[src/rtl/conv_sequencer.sv]
// Sequencer computing the 1-D linear convolution z = x * y from two read-only sample memories.
// Define CONV_SEQ_SATURATE_EN to clamp each output word to all-ones on overflow instead of wrapping.
module conv_sequencer #(
  parameter int DATAWIDTH = 32,
  parameter int ADDRWIDTH = 6
) (
  input  logic                 clk,
  input  logic                 rst_a,
  input  logic                 en_s,
  input  logic                 start,
  input  logic [4:0]           size_x,
  input  logic [4:0]           size_y,
  output logic [ADDRWIDTH-1:0] addr_x,
  output logic [ADDRWIDTH-1:0] addr_y,
  input  logic [DATAWIDTH-1:0] data_x,
  input  logic [DATAWIDTH-1:0] data_y,
  output logic                 wr_z,
  output logic [ADDRWIDTH-1:0] addr_z,
  output logic [DATAWIDTH-1:0] data_z,
  output logic                 busy,
  output logic                 done
);

  // state | meaning
  // IDLE  | waiting for start
  // SETUP | compute term range for output k, clear accumulator
  // FETCH | x/y addresses presented to the memories
  // ACC   | read data valid, accumulate one product
  // WRITE | z[k] strobed out
  // DONE  | one-cycle completion pulse
  localparam logic [2:0] S_IDLE  = 3'd0;
  localparam logic [2:0] S_SETUP = 3'd1;
  localparam logic [2:0] S_FETCH = 3'd2;
  localparam logic [2:0] S_ACC   = 3'd3;
  localparam logic [2:0] S_WRITE = 3'd4;
  localparam logic [2:0] S_DONE  = 3'd5;

  localparam logic [ADDRWIDTH-1:0] ONE = ADDRWIDTH'(1);
  localparam logic [ADDRWIDTH-1:0] TWO = ADDRWIDTH'(2);

  logic [2:0]           state_q, state_d;
  logic [4:0]           sx_q, sx_d, sy_q, sy_d;
  logic [ADDRWIDTH-1:0] k_q, k_d, i_q, i_d, i_end_q, i_end_d;
  logic [ADDRWIDTH-1:0] addr_x_q, addr_x_d, addr_y_q, addr_y_d, addr_z_q, addr_z_d;
  logic [DATAWIDTH-1:0] acc_q, acc_d, data_z_q, data_z_d;
  logic [DATAWIDTH-1:0] acc_next;

  logic [ADDRWIDTH-1:0] sx_w, sy_w, k_plus1, i_start, i_last, n_last;

  assign sx_w    = ADDRWIDTH'(sx_q);
  assign sy_w    = ADDRWIDTH'(sy_q);
  assign k_plus1 = k_q + ONE;
  assign i_start = (k_plus1 > sy_w) ? (k_plus1 - sy_w) : '0;
  assign i_last  = (k_q < (sx_w - ONE)) ? k_q : (sx_w - ONE);
  assign n_last  = sx_w + sy_w - TWO;

`ifdef CONV_SEQ_SATURATE_EN
  logic [2*DATAWIDTH-1:0] prod_full;
  logic [DATAWIDTH:0]     sum;

  // Once clamped, acc stays all-ones: any further nonzero product overflows again.
  always_comb begin
    prod_full = (2*DATAWIDTH)'(data_x) * (2*DATAWIDTH)'(data_y);
    sum       = {1'b0, acc_q} + {1'b0, prod_full[DATAWIDTH-1:0]};
    acc_next  = sum[DATAWIDTH-1:0];
    if ((|prod_full[2*DATAWIDTH-1:DATAWIDTH]) || sum[DATAWIDTH]) acc_next = '1;
  end
`else
  logic [DATAWIDTH-1:0] prod;

  always_comb begin
    prod     = data_x * data_y;
    acc_next = acc_q + prod;
  end
`endif

  always_comb begin
    state_d  = state_q;
    sx_d     = sx_q;
    sy_d     = sy_q;
    k_d      = k_q;
    i_d      = i_q;
    i_end_d  = i_end_q;
    acc_d    = acc_q;
    addr_x_d = addr_x_q;
    addr_y_d = addr_y_q;
    addr_z_d = addr_z_q;
    data_z_d = data_z_q;
    if (en_s) begin
      case (state_q)
        S_IDLE: if (start) begin
          sx_d    = size_x;
          sy_d    = size_y;
          k_d     = '0;
          state_d = (size_x == 5'd0 || size_y == 5'd0) ? S_DONE : S_SETUP;
        end
        S_SETUP: begin
          i_d      = i_start;
          i_end_d  = i_last;
          acc_d    = '0;
          addr_x_d = i_start;
          addr_y_d = k_q - i_start;
          state_d  = S_FETCH;
        end
        S_FETCH: state_d = S_ACC;
        S_ACC: begin
          acc_d = acc_next;
          if (i_q == i_end_q) begin
            addr_z_d = k_q;
            data_z_d = acc_next;
            state_d  = S_WRITE;
          end else begin
            i_d      = i_q + ONE;
            addr_x_d = i_q + ONE;
            addr_y_d = k_q - (i_q + ONE);
            state_d  = S_FETCH;
          end
        end
        S_WRITE: begin
          if (k_q == n_last) state_d = S_DONE;
          else begin
            k_d     = k_plus1;
            state_d = S_SETUP;
          end
        end
        S_DONE:  state_d = S_IDLE;
        default: state_d = S_IDLE;
      endcase
    end
  end

  always_ff @(posedge clk or negedge rst_a) begin
    if (!rst_a) begin
      state_q  <= S_IDLE;
      sx_q     <= '0;
      sy_q     <= '0;
      k_q      <= '0;
      i_q      <= '0;
      i_end_q  <= '0;
      acc_q    <= '0;
      addr_x_q <= '0;
      addr_y_q <= '0;
      addr_z_q <= '0;
      data_z_q <= '0;
    end else begin
      state_q  <= state_d;
      sx_q     <= sx_d;
      sy_q     <= sy_d;
      k_q      <= k_d;
      i_q      <= i_d;
      i_end_q  <= i_end_d;
      acc_q    <= acc_d;
      addr_x_q <= addr_x_d;
      addr_y_q <= addr_y_d;
      addr_z_q <= addr_z_d;
      data_z_q <= data_z_d;
    end
  end

  assign addr_x = addr_x_q;
  assign addr_y = addr_y_q;
  assign addr_z = addr_z_q;
  assign data_z = data_z_q;
  assign wr_z   = en_s && (state_q == S_WRITE);
  assign done   = en_s && (state_q == S_DONE);
  assign busy   = (state_q == S_SETUP) || (state_q == S_FETCH) ||
                  (state_q == S_ACC)   || (state_q == S_WRITE);

endmodule

[config.mk]
export PLATFORM = sky130hd
export DESIGN_NAME = conv_sequencer
export DESIGN_NICKNAME = d
export VERILOG_FILES = /design/src/rtl/conv_sequencer.sv
export SDC_FILE = /design/constraint.sdc
export NUM_CORES = 1
export LEC_CHECK = 0
export CORE_MARGIN = 4
export CORE_UTILIZATION = 54
export DETAILED_ROUTE_END_ITERATION = 7
export PLACE_DENSITY = 0.73
export SLEW_MARGIN = 20
export SYNTH_ARGS = -nofsm -noshare
export SYNTH_HDL_FRONTEND = slang
export SYNTH_SLANG_ARGS = --single-unit
export TNS_END_PERCENT = 50
[constraint.sdc]
create_clock -name clk -period 14.4 [get_ports clk]
set_input_delay 2.16 -clock clk [delete_from_list [all_inputs] [get_ports clk]]
set_output_delay 2.16 -clock clk [all_outputs]
set_load 0.05 [all_outputs]
==> impl_metrics.toml <==
[global_routing]
overflow = 0
grt_max_degree = 65
grt_util_all_layers_pct = 26.6
grt_pass1_wl_um = 93400
antenna_found_initial = 0
first_global_vias = 17500

[critical_path]
crit_path_frequent_cell = "fa_1"
cp_top_family = "adder cells"
critPathLaunchType = "primary input"
cp_slowest_stage_delay_ns = 1.26
cp.arrival_ns = 9.82
crit_type = "primary input to flip-flop"
cp_slowest_cell = "clkdlybuf4s50_1"
cp_max_fo = 26
worst-path-buf-inv = 5
r2r_slack_ns = 7.55
cp-end-kind = "flip-flop"
worstPathRequired_ns = 14.63
cp_cell_sequence = "clkdlybuf4s50_1 -> and2_1 -> fa_1 -> fa_1 -> fa_1 -> inv_1 -> fa_1 -> inv_1 -> fa_1 -> fa_1 -> fa_1 -> inv_1 -> fa_1 -> inv_1 -> ha_1 -> a21o_1 -> a21o_1 -> a21o_1 -> a21o_1 -> a21o_1 -> a31oi_1 -> xor2_1 -> o21ai_0"

[timing]
setup_viol_count_final = 0
skew_ns = 0.0110
fin_setup_tns_ns = 0
tightest_slew_ns = 1.19
period_share_pct = 66.6
period_needed_ns = 9.59
rsz0062_at_grt = "false"
fin_hold_ws_ns = 0.480
finalHoldViolations = 0
slew_headroom_pct = 20.6
slew_viol_final = 0
fmax_mhz = 104

[placed_design]
numPortBuffers = 130
dpl_cell_area_um2 = 23700
dp_hpwl_um = 45000
gp_congestion = 0.890

[floorplan]
die_width_um = 210
rows = 73
fp.dieH_um = 210
dieArea_um2 = 44200
coreArea_um2 = 40100
pin_count = 131
start_util_pct = 55.1

[finish]
register_area_um2 = 2680
multi_input_area_um2 = 16900
area_growth_pct = 8.64
postLayoutCellArea_um2 = 24000
postLayoutCoreUtil_pct = 59.8
diodes = 0
drive_above_1_share_pct = 3.42
fillers = 3412
nets = 3124

[clock_tree]
ctsHoldBuffers = 0
numCtsBuffers = 9
clkTransAtPathRegs_ns = 0.07
cts_max_path_buffers = 2
cts_tree = "yes"
clock-sinks = 107
cts_max_level = 3
cts_root_buf = "clkbuf_16"
clkLatencyLatePin_ns = 0.37
ctsResizeCount = 0
cts_setup_buffers = 0

[synthesis]
ys_ff_latch = 107
synth_top_area_share_pct = 40.0
ys_top_cells_by_area = "fa_1, dfrtp_1, inv_1, ha_1, and2_1"
synth_cell_types = 56
synth-seq-area-share_pct = 12.1
yosys_warnings = 0
syn_area_um2 = 22100
syn_nets = 3077
synth.most_common_cell = "inv_1"
yosysTopAreaCell = "fa_1"
syn-instance-count = 2407
synth_edf_count = 0
synthTopCellsByCount = "inv_1, fa_1, nand2_1"
synth_top_flop_cell = "dfrtp_1"
avgSynthCellArea_um2 = 9.17
synth-async-reset-ratio_pct = 100

[outcome]
status = "finished clean"

[routing]
wl_um = 56500
drt_iter0_markers = 891
viasPerCell = 5.41
drc_errors = 0
firstDrtPassIters = 6
num_vias = 16100
drtAntennaViolNets = 0
wl_per_cell_um = 18.9

[hold_path]
min_path_type = "flip-flop to flip-flop"

[job]
cap_violations = 0
-- sequential cells by signal, summed over array words and instances (netlist names) --
signal and flops:
state_q 3, addr_z 6, k_q 6, sy_q 5, addr_x 6, sx_q 5, data_z 32, i_end_q 6
addr_y 6, acc_q 32
-- cells by family after synthesis --
kind of cell | after synthesis | share of synthesized area, %
flops | 107 | 12.1
fa+ha+maj | 592 | 48.5
compound gates | 175 | 5.19
xor+xnor | 125 | 5.03
buf+inv | 665 | 11.5
simple gates | 711 | 16.0
mux | 32 | 1.61
-- through the flow --
step	setup WS [ns]	cells
after CTS	4.84	2984
after detailed placement	4.45	2968
after global placement	4.51	2968
after floorplan	5.72	2407
final	4.81	2984
after global routing	4.60	2984
-- worst reg2reg max path, cell delays in order, from the launching register on --
cell     delay [ns]
dfrtp_1        0.36
inv_1          0.15
fa_1           0.44
fa_1           0.54
inv_1          0.05
fa_1           0.47
inv_1          0.05
fa_1           0.52
inv_1          0.05
fa_1           0.50
fa_1           0.47
fa_1           0.52
inv_1          0.05
fa_1           0.51
inv_1          0.06
ha_1           0.38
a21o_1         0.22
a21o_1         0.18
a21o_1         0.18
a21o_1         0.18
a21o_1         0.19
a31oi_1        0.18
xor2_1         0.33
o21ai_0        0.13
-- cells in the final DEF, fill, tap and decap left out, types with 5 or more instances in the layout --
| cell type | n |
|---|---|
| inv_1 | 555 |
| fa_1 | 441 |
| nand2_1 | 339 |
| and2_1 | 298 |
| ha_1 | 151 |
| clkdlybuf4s50_1 | 124 |
| dfrtp_1 | 107 |
| xnor2_1 | 90 |
| o21ai_0 | 51 |
| a21oi_1 | 36 |
| xor2_1 | 33 |
| mux2_2 | 28 |
| a21o_1 | 25 |
| nor2_1 | 20 |
| buf_4 | 17 |
| nand3_1 | 13 |
| nand4_1 | 11 |
| a22o_1 | 9 |
| clkbuf_16 | 9 |
| nor3_1 | 6 |
| o21ai_1 | 6 |
| nor2b_1 | 5 |
| a22oi_1 | 5 |
| nand2b_1 | 5 |
| o21a_1 | 5 |
| a21oi_2 | 5 |
| buf_2 | 5 |
-- routing by layer --
metal / routed length (um) / vias to the layer above / GRT usage (%)
li1: - / 7137 / -
met1: 23700 / 8233 / 37.6
met2: 26500 / 665 / 42.7
met3: 4760 / 97 / 5.49
met4: 1480 / 0 / 6.17
met5: 0 / - / 0
-- final timing paths --
| path | startpoint | to | cells after the start |
|---|---|---|---|
| min in group asynchronous | rst_a | sy_q[3] | 1 |
| max | data_y[6] | data_z[28] | 23 |
| min | data_z[11] | data_z[11] | 2 |
| max reg2reg | acc_q[22] | data_z[28] | 23 |
| min reg2reg | data_z[11] | data_z[11] | 2 |
| max in group asynchronous | rst_a | acc_q[22] | 2 |
-- cell type report --
class / instances / share of cell area [%]
multi-input combinational: 1635 / 70.3
tap: 525 / 2.74
inverter: 555 / 8.69
sequential: 107 / 11.2
clock inverter: 6 / 0.308
clock buffer: 10 / 0.955
timing repair buffer: 146 / 5.81
Power is left out: the tool's default activity adds up to more than one toggle a clock period on the data nets, which glitch-free logic cannot reach.
